$ cat src/rtl/hd44780_pkg.sv
`default_nettype none
//============================================================================
// Module : hd44780_pkg
// Brief  : Opcodes, DDRAM geometry, state types and AC wrap helper.
// Rev    : 1.0  initial release
//============================================================================
package hd44780_pkg;

  localparam int unsigned DDRAM_DEPTH = 128;
  localparam int unsigned DDRAM_AW    = 7;
  localparam logic [7:0]  BLANK_CHAR  = 8'h20;
  localparam logic [6:0]  SWEEP_LAST  = 7'(DDRAM_DEPTH - 1);

  localparam logic [7:0] OP_CLEAR   = 8'h01;
  localparam logic [7:0] OP_HOME    = 8'h02;
  localparam logic [7:0] OP_ENTRY   = 8'h04;
  localparam logic [7:0] OP_DISPLAY = 8'h08;
  localparam logic [7:0] OP_SHIFT   = 8'h10;
  localparam logic [7:0] OP_FUNC    = 8'h20;
  localparam logic [7:0] OP_CGRAM   = 8'h40;
  localparam logic [7:0] OP_DDRAM   = 8'h80;

  localparam logic [6:0] LINE1_ADDR   = 7'h00;
  localparam logic [6:0] LINE2_ADDR   = 7'h40;
  localparam logic [6:0] LINE3_ADDR   = 7'h14;
  localparam logic [6:0] LINE4_ADDR   = 7'h54;
  localparam logic [6:0] LINE1_END    = 7'h27;
  localparam logic [6:0] LINE2_END    = 7'h67;
  localparam logic [6:0] ONE_LINE_END = 7'h4F;

  typedef enum logic [0:0] {ST_IDLE = 1'b0, ST_SWEEP = 1'b1} sweep_state_t;

  typedef enum logic [3:0] {
    INS_NOP, INS_CLEAR, INS_HOME, INS_ENTRY, INS_DISPLAY,
    INS_SHIFT, INS_FUNC, INS_CGRAM, INS_DDRAM
  } ins_t;

  typedef struct packed {
    logic       four_bit;
    logic       phase_lo;
    logic       func_n;
    logic       display_on;
    logic       cursor_on;
    logic       blink;
    logic       entry_id;
    logic       entry_s;
    logic       cg_mode;
    logic [6:0] ac;
  } ctrl_t;

  localparam ctrl_t CTRL_RESET = '{entry_id: 1'b1, ac: 7'h00, default: 1'b0};

  // Instruction class is chosen by the highest set bit of the byte.
  function automatic ins_t decode_ins(input logic [7:0] b);
    if ((b & OP_DDRAM)   != 8'h00) return INS_DDRAM;
    if ((b & OP_CGRAM)   != 8'h00) return INS_CGRAM;
    if ((b & OP_FUNC)    != 8'h00) return INS_FUNC;
    if ((b & OP_SHIFT)   != 8'h00) return INS_SHIFT;
    if ((b & OP_DISPLAY) != 8'h00) return INS_DISPLAY;
    if ((b & OP_ENTRY)   != 8'h00) return INS_ENTRY;
    if ((b & OP_HOME)    != 8'h00) return INS_HOME;
    if ((b & OP_CLEAR)   != 8'h00) return INS_CLEAR;
    return INS_NOP;
  endfunction

  function automatic logic [6:0] ac_step(input logic [6:0] a, input logic inc,
                                         input logic two_line);
    logic [6:0] r;
    r = inc ? a + 7'd1 : a - 7'd1;
    if (two_line) begin
      if (inc && a == LINE1_END)       r = LINE2_ADDR;
      else if (inc && a == LINE2_END)  r = LINE1_ADDR;
      else if (!inc && a == LINE2_ADDR) r = LINE1_END;
      else if (!inc && a == LINE1_ADDR) r = LINE2_END;
    end else begin
      if (inc && a == ONE_LINE_END)     r = LINE1_ADDR;
      else if (!inc && a == LINE1_ADDR) r = ONE_LINE_END;
    end
    return r;
  endfunction

endpackage
`default_nettype wire

$ cat src/rtl/hd44780_ddram.sv
`default_nettype none
//============================================================================
// Module : hd44780_ddram
// Brief  : 128x8 display RAM, one synchronous write port, registered read.
// Rev    : 1.0  initial release
//============================================================================
module hd44780_ddram
  import hd44780_pkg::*;
(
  input  logic                clk,
  input  logic                wr_en,
  input  logic [DDRAM_AW-1:0] wr_addr,
  input  logic [7:0]          wr_data,
  input  logic [DDRAM_AW-1:0] rd_addr,
  output logic [7:0]          rd_data
);

  logic [7:0] mem_q [DDRAM_DEPTH];
  logic [7:0] rd_data_q;

  always_ff @(posedge clk) begin
    if (wr_en) mem_q[wr_addr] <= wr_data;
    rd_data_q <= mem_q[rd_addr];
  end

  assign rd_data = rd_data_q;

endmodule
`default_nettype wire

$ cat src/rtl/hd44780_responder.sv
`default_nettype none
//============================================================================
// Module : hd44780_responder
// Brief  : HD44780 display-side model of the 4-bit E/RS/DB bus.
// Config : HD44780_RSP_BUSY_TIMING_EN enables the instruction busy-time model.
// Rev    : 1.0  initial release
//============================================================================
module hd44780_responder
  import hd44780_pkg::*;
#(
  parameter int unsigned CMD_BUSY_CYCLES   = 10,
  parameter int unsigned CLEAR_BUSY_CYCLES = 400
) (
  input  logic       clk,
  input  logic       rst,
  input  logic       e,
  input  logic       rs,
  input  logic [3:0] db,
  output logic       busy,
  output logic       four_bit,
  output logic       func_n,
  output logic       display_on,
  output logic       cursor_on,
  output logic       blink,
  output logic       entry_id,
  output logic       entry_s,
  output logic [6:0] ac,
  output logic       byte_valid,
  output logic [7:0] byte_out,
  output logic       byte_rs,
  output logic [1:0] err,
  input  logic [6:0] rd_addr,
  output logic [7:0] rd_data
);

  logic         e_q, rs_q;
  logic [3:0]   db_q;
  ctrl_t        ctrl_q, ctrl_d;
  logic [3:0]   hi_nib_q, hi_nib_d;
  logic         hi_rs_q, hi_rs_d;
  logic [1:0]   err_q, err_d;
  logic         byte_valid_q, byte_valid_d;
  logic [7:0]   byte_out_q, byte_out_d;
  logic         byte_rs_q, byte_rs_d;
  sweep_state_t state_q, state_d;
  logic [6:0]   sweep_addr_q, sweep_addr_d;

  logic         strobe, exec_byte, wr_en;
  logic [6:0]   wr_addr;
  logic [7:0]   wr_data, new_byte;
  ins_t         ins;

  assign strobe   = e_q & ~e;
  assign new_byte = ctrl_q.four_bit ? {hi_nib_q, db_q} : {db_q, 4'h0};
  assign ins      = decode_ins(new_byte);

  always_ff @(posedge clk) begin
    if (rst) begin
      e_q          <= 1'b0;
      rs_q         <= 1'b0;
      db_q         <= 4'h0;
      ctrl_q       <= CTRL_RESET;
      hi_nib_q     <= 4'h0;
      hi_rs_q      <= 1'b0;
      err_q        <= 2'b00;
      byte_valid_q <= 1'b0;
      byte_out_q   <= 8'h00;
      byte_rs_q    <= 1'b0;
      state_q      <= ST_SWEEP;
      sweep_addr_q <= 7'h00;
    end else begin
      e_q          <= e;
      rs_q         <= rs;
      db_q         <= db;
      ctrl_q       <= ctrl_d;
      hi_nib_q     <= hi_nib_d;
      hi_rs_q      <= hi_rs_d;
      err_q        <= err_d;
      byte_valid_q <= byte_valid_d;
      byte_out_q   <= byte_out_d;
      byte_rs_q    <= byte_rs_d;
      state_q      <= state_d;
      sweep_addr_q <= sweep_addr_d;
    end
  end

  always_comb begin
    ctrl_d       = ctrl_q;
    hi_nib_d     = hi_nib_q;
    hi_rs_d      = hi_rs_q;
    err_d        = err_q;
    byte_valid_d = 1'b0;
    byte_out_d   = byte_out_q;
    byte_rs_d    = byte_rs_q;
    state_d      = state_q;
    sweep_addr_d = sweep_addr_q;
    exec_byte    = 1'b0;
    wr_en        = 1'b0;
    wr_addr      = sweep_addr_q;
    wr_data      = BLANK_CHAR;

    if (state_q == ST_SWEEP) begin
      wr_en        = 1'b1;
      sweep_addr_d = sweep_addr_q + 7'd1;
      if (sweep_addr_q == SWEEP_LAST) state_d = ST_IDLE;
    end

    if (strobe) begin
      if (busy) begin
        err_d[0] = 1'b1;
      end else if (!ctrl_q.four_bit) begin
        exec_byte = 1'b1;
      end else if (!ctrl_q.phase_lo) begin
        hi_nib_d        = db_q;
        hi_rs_d         = rs_q;
        ctrl_d.phase_lo = 1'b1;
      end else begin
        ctrl_d.phase_lo = 1'b0;
        exec_byte       = 1'b1;
        if (rs_q != hi_rs_q) err_d[1] = 1'b1;
      end
    end

    // Busy is held through the sweep, so a data write never meets a sweep write.
    if (exec_byte) begin
      byte_valid_d = 1'b1;
      byte_out_d   = new_byte;
      byte_rs_d    = rs_q;
      if (rs_q) begin
        if (!ctrl_q.cg_mode) begin
          wr_en     = 1'b1;
          wr_addr   = ctrl_q.ac;
          wr_data   = new_byte;
          ctrl_d.ac = ac_step(ctrl_q.ac, ctrl_q.entry_id, ctrl_q.func_n);
        end
      end else begin
        unique case (ins)
          INS_CLEAR: begin
            state_d         = ST_SWEEP;
            sweep_addr_d    = 7'h00;
            ctrl_d.ac       = 7'h00;
            ctrl_d.entry_id = 1'b1;
          end
          INS_HOME:    ctrl_d.ac = 7'h00;
          INS_ENTRY:   {ctrl_d.entry_id, ctrl_d.entry_s} = new_byte[1:0];
          INS_DISPLAY: {ctrl_d.display_on, ctrl_d.cursor_on, ctrl_d.blink} = new_byte[2:0];
          INS_SHIFT: begin
            if (!new_byte[3]) ctrl_d.ac = ac_step(ctrl_q.ac, new_byte[2], ctrl_q.func_n);
          end
          INS_FUNC: begin
            ctrl_d.four_bit = ~new_byte[4];
            ctrl_d.phase_lo = 1'b0;
            ctrl_d.func_n   = new_byte[3];
          end
          INS_CGRAM: ctrl_d.cg_mode = 1'b1;
          INS_DDRAM: begin
            ctrl_d.ac      = new_byte[6:0];
            ctrl_d.cg_mode = 1'b0;
          end
          default: ;
        endcase
      end
    end
  end

`ifdef HD44780_RSP_BUSY_TIMING_EN
  localparam int unsigned BUSY_W = $clog2(CLEAR_BUSY_CYCLES + 1);
  logic [BUSY_W-1:0] busy_cnt_q, busy_cnt_d;
  logic              long_cmd;

  assign long_cmd = ~rs_q & ((ins == INS_CLEAR) | (ins == INS_HOME));

  always_comb begin
    busy_cnt_d = (busy_cnt_q != '0) ? busy_cnt_q - BUSY_W'(1) : '0;
    if (exec_byte) busy_cnt_d = long_cmd ? BUSY_W'(CLEAR_BUSY_CYCLES) : BUSY_W'(CMD_BUSY_CYCLES);
  end

  always_ff @(posedge clk) begin
    if (rst) busy_cnt_q <= '0;
    else     busy_cnt_q <= busy_cnt_d;
  end

  assign busy = (state_q == ST_SWEEP) | (busy_cnt_q != '0);
`else
  logic unused_busy_params;
  assign unused_busy_params = (CMD_BUSY_CYCLES != 0) ^ (CLEAR_BUSY_CYCLES != 0);
  assign busy = (state_q == ST_SWEEP);
`endif

  hd44780_ddram u_ddram (
    .clk     (clk),
    .wr_en   (wr_en),
    .wr_addr (wr_addr),
    .wr_data (wr_data),
    .rd_addr (rd_addr),
    .rd_data (rd_data)
  );

  assign four_bit   = ctrl_q.four_bit;
  assign func_n     = ctrl_q.func_n;
  assign display_on = ctrl_q.display_on;
  assign cursor_on  = ctrl_q.cursor_on;
  assign blink      = ctrl_q.blink;
  assign entry_id   = ctrl_q.entry_id;
  assign entry_s    = ctrl_q.entry_s;
  assign ac         = ctrl_q.ac;
  assign err        = err_q;
  assign byte_valid = byte_valid_q;
  assign byte_out   = byte_out_q;
  assign byte_rs    = byte_rs_q;

endmodule
`default_nettype wire

$ cat config.mk
export PLATFORM = sky130hd
export DESIGN_NAME = hd44780_responder
export DESIGN_NICKNAME = d
export VERILOG_FILES = /design/src/rtl/hd44780_pkg.sv /design/src/rtl/hd44780_ddram.sv /design/src/rtl/hd44780_responder.sv
export SDC_FILE = /design/constraint.sdc
export NUM_CORES = 1
export LEC_CHECK = 0
export ABC_AREA = 1
export BUFFER_PORTS_ARGS = -buffer_cell sky130_fd_sc_hd__buf_2
export CORE_MARGIN = 5
export CORE_UTILIZATION = 50
export CTS_CLUSTER_DIAMETER = 120
export DETAILED_ROUTE_END_ITERATION = 10
export PLACE_DENSITY = 0.65
export RECOVER_POWER = 25
export REMOVE_ABC_BUFFERS = 1
export SLEW_MARGIN = 30
export SYNTH_ARGS = -nofsm -noshare
export SYNTH_HDL_FRONTEND = slang
export SYNTH_HIERARCHICAL = 1
export SYNTH_SLANG_ARGS = --single-unit
$ cat constraint.sdc
create_clock -name clk -period 10 [get_ports clk]
set_input_delay 1 -clock clk [delete_from_list [all_inputs] [get_ports clk]]
set_output_delay 1 -clock clk [all_outputs]
set_load 0.02 [all_outputs]
# Yosys cells after proc, flatten, opt, wreduce, memory -nomap -nowiden
# Memories as Yosys holds them, arrays and structs flattened. A register that Yosys moved wholly into a read port is not among the register bits.
# Index checks and enable logic that the tools add are counted.
# word_totals
ff_bits,47
mem_bits_rw,1024
input_bits,15
elab_cells,189
memories,1
# op_classes
n_addsub,3
n_eq_ne,16
muxes,115
bitwise,6
n_reduce_logical,26
# mem_list
name,depth,word_bits,rd,rd_ports_with_merged_regs,write_ports,line_no,source
u_ddram.mem_q,128,8,1,1,1,hd44780_ddram.sv:18,logic [7:0] mem_q [DDRAM_DEPTH];
# op_table
cell,count
$mux W7,26
$mux W4,21
$mux W1,57
$mux W8,5
$eq A7 B7 Y1 const B,4
$pmux W7 S3,1
$eq A4 B3 Y1 const B,4
$mux W15,1
$reduce_and A3 Y1,5
$add A7 B1 Y7 const B,2
$logic_and A1 B1 Y1,10
$eq A4 B2 Y1 const B,2
$reduce_and A4 Y1,2
$eq A7 B6 Y1 const B,1
$logic_not A7 Y1,1
$sub A7 B1 Y7 const B,1
$not A1 Y1,5
$reduce_and A5 Y1,1
$eq A4 B1 Y1 const B,1
$eq A4 B4 Y1 const B,1
$pmux W1 S2,2
$reduce_bool A2 Y1,2
$reduce_bool A4 Y1,1
$mux W3,1
8 further kinds,9

# Longest topological paths before layout
# depth
word_depth,43
depth_mapped,15

# Hierarchy
# Netlist, hierarchy kept.
# modules_own_cells
module,n_inst,cells_per_inst,area_each_um2
hd44780_ddram,1,3575,42104.1
hd44780_responder,1,492,3034.2

# Worst setup path before layout
# No wires, ideal clock.
# synth_timing
path_type,input port to flip-flop
from,input port e
to,memory u_ddram.mem_q[0][4] (data pin)
setup_time_ns,1.155
t_arrival_ns,6.352
t_required_ns,8.845
path_slack_ns,2.494
cell_stages,7
cell_sequence,inv_1 -> nand2_1 -> nor2_4 -> inv_2 -> nor2_4 -> inv_2 -> nor3_1
# synth_between
elab_chain_len,4
# synth_rtl
element,line_no,source
from (decl),hd44780_responder.sv:16,"input logic e,"
$not A1 Y1,hd44780_responder.sv:53,assign strobe = e_q & ~e;
$and A1 B1 Y1,hd44780_responder.sv:53,
$mux W1,hd44780_responder.sv:108,if (strobe) begin
$mux W8,hd44780_responder.sv:125,if (exec_byte) begin
named net wr_data[4],hd44780_responder.sv:50,"logic [7:0] wr_data, new_byte;"
to (decl),hd44780_ddram.sv:18,
# The timed path passes the listed nets, and every way through them passes these cells.

# Final worst setup path
# layout_timing
from,register ctrl_q (netlist bit four_bit)
to,memory u_ddram.mem_q[38][0] (data pin)
# layout_between
elab_chain_len,4
elab_cells_between_ends,7
# layout_rtl
element,line_no,source
from (decl),hd44780_responder.sv:38,"ctrl_t ctrl_q, ctrl_d;"
from (signal assigned),hd44780_responder.sv:75,ctrl_q <= ctrl_d;
$mux W8 or $mux W1 (tied branches),"hd44780_responder.sv:54, hd44780_responder.sv:111",
$mux W8 or $mux W1 (tied branches),"hd44780_responder.sv:130, hd44780_responder.sv:109",
$mux W8 or $mux W1 (tied branches),"hd44780_responder.sv:129, hd44780_responder.sv:108",
$mux W8 (*),hd44780_responder.sv:125,
named net wr_data[0],hd44780_responder.sv:50,
# Mark *: on every way through the listed nets, which the timed path passes. The rest lies on a longest branch.

==> summary.txt <==
Finish
  – Layout area overhead: 9.38%
  – Layout cell share with drive strength beyond 1: 5.75%
  – Filler cells: around 7,600
  – Final core utilization: between 50 and 60%
  – Final nets: around 4,000

Worst setup path
  – Max stage delay on crit path: between 1.5 and 2 ns
  – CP cell instances: ha_1, nor2_1, nand2_1, nor2_1, clkbuf_1, clkbuf_1
  – CP Max Fanout: 44
  – WP data required: around 10 ns
  – Top Family by Delay on Critical Path: buffers and inverters
  – CP arrival: 6.18 ns
  – Reg2reg path depth: 6
  – Slowest stage cell, crit path: clkbuf_1
  – Stages on worst setup path: 6
  – Endpoint type of the worst setup path: flop
  – Crit path launch type: flop
  – WP buf/inv: 2
  – Setup CP Type: flop to flop

Routing
  – Number of remaining DRC errors: 0
  – Total number of vias: a little over 30,000
  – Iter 0 DRT Violations: between 3,000 and 4,000
  – Routed WL: about 120,000 microns
  – Detail-routed via count per cell: around 5.7
  – Detailed Routing Iterations Pass 1: 6
  – Post-route ant nets: 0
  – Post-DR wirelength/cell: 22.3 microns

Placement
  – Placed wire-length estimate: slightly below 70,000 microns
  – PortBufs: 49
  – RD Place Congestion: about 0.89
  – Pre-CTS WS: 4.69 ns

Clock tree
  – TritonCTS Buffers: approximately 110
  – Root buf cell: clkbuf_16
  – Hold Buf Count CTS: 0
  – H-tree depth: 3
  – Clk slew on worst S/H paths: approximately 0.07 ns
  – Post-cts sizing count: 0
  – Clock Sinks: around 1,100
  – Setup Buffers After CTS: 0
  – Clk Latency, worst-skew pair: about 0.68 ns
  – Clk buf depth: 3
  – CTS tree: built

STA
  – Clock Skew: about 0.027 ns
  – Hold Vio Cnt, Final: 0
  – Final setup vio count: 0
  – Period utilisation layout: roughly 61%
  – Achievable Freq: ~160 MHz
  – Worst-Margin Slew: roughly 3.8 ns
  – RSZ-0062 raised after global routing: no
  – Slew Limit Fails: slightly below 400
  – Setup TNS: 0 ns
  – Minimum clock period after layout: between 6 and 7 ns
  – Worst slew margin: -153%
  – Final WS setup: between 3 and 4 ns

Floorplanning
  – # IOs: 50
  – Die Height: between 300 and 400 microns
  – FP Rows: 110
  – Starting density of the core: 50.2%
  – Die area: 96,400 sq um
  – Horiz. Die Dim: 310 microns
  – Core footprint: between 80,000 and 90,000 sq um

Logic synthesis
  – Largest family of logic cells by synthesized area: simple AND/OR/NAND/NOR gates
  – XOR/XNOR Fraction of Synth Area: less than 1%
  – Count of state elements after synthesis: approximately 1,100
  – Count leader, synth: nand2_1
  – Cell variety after synth: 35
  – Ys Warns: 6
  – Largest cells by area after synthesis: edfxtp_1 68%, nand2_1 11%, nand3_1 11%
  – Adder-cell share of the synthesized area: less than 1%
  – Mapped Avg Cell Area: about 11 sq um
  – Cells after synthesis: 4,067
  – Sequential-to-total area share from yosys stat: roughly 70%
  – Multiplexer area fraction after synthesis: 0%
  – Post-synth EDFFs: just over 1,000
  – Primary FF master, synth: edfxtp_1
  – Netlist Area Pre-Place: between 40,000 and 50,000 sq um
  – Area leader, netlist: edfxtp_1
  – Most frequent cells after synthesis: 1,340 x nand2_1, 1,024 x edfxtp_1, 968 x nand3_1
  – Post-synthesis simple-gate area fraction: 24.3%
  – Post-synth ARST share: 0%
  – Top-area cell type share of the netlist area: a little under 70%
  – Compound-Gate Fraction of Synth Area: less than 1%

Worst hold path
  – Hold Path Class: flop to flop
  – Hold Path Stages: 2

Global routing
  – Antenna violations before repair: 3
  – Pin count of the biggest net entering global routing: between 150 and 200
  – Gr usage total: between 20% and 30%
  – Grt total ovfl: 0
  – First-pass GRT wire length: between 150,000 and 200,000 microns
  – Vias in the first global route: 28,843

Run status
  – Failing checks: max-capacitance violations, max-slew violations
  – Status: finished with violations

Job
  – Max_cap viols: 9

Power and ir drop
  – PD cells: between 150 and 200 nW/um^2
  – VDD IR max: about 0.00015 V
  – Static Leak: about 0.018 uW
[where the power goes]
group / switching (uW) / total, uW / leakage [uW] / internal (uW)
logic: 362 / 483 / 0.00652 / 121
registers: 9.86 / 4900 / 0.00957 / 4890
clock network: 1670 / 4100 / 0.00177 / 2430
[worst register-to-register path: cells and delay by family (launching register included)]
| kind | cells | cell delay [ns] |
|---|---|---|
| fa+ha+maj | 1 | 0.30 |
| flops | 1 | 0.49 |
| simple gates | 3 | 1.00 |
| buf+inv | 2 | 3.65 |
[metrics by stage]
stage          power (uW)  cell area (sq um)  cells  hold slack [ns]
6_report             9480              49400   5281            0.464
5_1_grt              9770              49400   5280            0.489
4_1_cts              9530              49500   5279            0.464
3_5_place_dp         5470              45900   5079            0.449
3_3_place_gp         5460              45800   5077            0.438
2_1_floorplan        5250              43700   3814            0.430
[cell usage in the layout, fill, tap and decap left out, types with 2 or more instances in the layout]
cell / synthesis / layout
clkinv_8: 0 / 2
clkinv_2: 0 / 15
inv_1: 76 / 77
nor2_2: 6 / 4
dfxtp_1: 55 / 55
xor2_1: 3 / 3
a21oi_1: 26 / 26
inv_16: 0 / 2
o21ai_0: 39 / 40
clkinvlp_4: 0 / 3
clkinv_1: 3 / 27
clkbuf_16: 0 / 111
nor2_1: 202 / 202
edfxtp_1: 1024 / 1024
nor3_1: 12 / 11
nand4_1: 12 / 12
buf_6: 24 / 2
nand2_2: 6 / 7
o211ai_1: 2 / 2
bufinv_16: 0 / 14
clkbuf_1: 39 / 65
clkinv_4: 0 / 4
buf_4: 47 / 27
ha_1: 4 / 4
o2111ai_1: 2 / 2
nand3_2: 3 / 3
buf_12: 0 / 3
nor2_4: 3 / 5
nor3_2: 1 / 2
a211oi_1: 4 / 4
clkbuf_8: 0 / 6
nand3_1: 968 / 968
buf_2: 127 / 10
nand2_1: 1340 / 1339
inv_4: 1 / 3
nand3b_1: 3 / 3
nand2_4: 3 / 3
inv_2: 10 / 6
[cells by family after synthesis]
group / after synthesis
AO/OA/AOI/OAI: 77
flip-flops: 1079
XOR/XNOR: 4
adder cells (fa/ha/maj): 4
buffers and inverters: 344
AND/OR/NAND/NOR: 2559
[registers in the layout, indices dropped and copies added, names as in the netlist, 2 cells and up]
name and count:
db_q 4, hi_nib_q 4, ctrl_q 2, u_ddram/rd_data 8
byte_out 8, err 2, ac 7, u_ddram/mem_q 1024
sweep_addr_q 7
[routing by layer]
metal | up-vias | part of all wire (%) | GRT usage (%)
met5 | - | 0.010 | 0
met4 | 2 | 3.1 | 7.66
met3 | 186 | 9.3 | 4.87
met2 | 1404 | 46 | 38.3
met1 | 14684 | 42 | 34.6
li1 | 14049 | - | -
[final timing paths]
kind	from	end	slack, ns
setup / recovery	four_bit	u_ddram/mem_q[38][0]	3.91
hold reg to reg	err[1]	err[1]	0.46
setup reg to reg	four_bit	u_ddram/mem_q[38][0]	3.91
hold / removal	err[1]	err[1]	0.46
[final cells by class]
class,instances,area [sq um],share of cell area (%)
clock inverter,64,707,1.43
clock buffer,136,2920,5.92
inverter,91,370,0.750
tap,1176,1470,2.98
multi-input combinational,2644,11500,23.3
sequential,1079,31900,64.5
timing repair buffer,90,561,1.14
antenna,1,2.50,0.00507
Power figures use the tool's default switching activity.
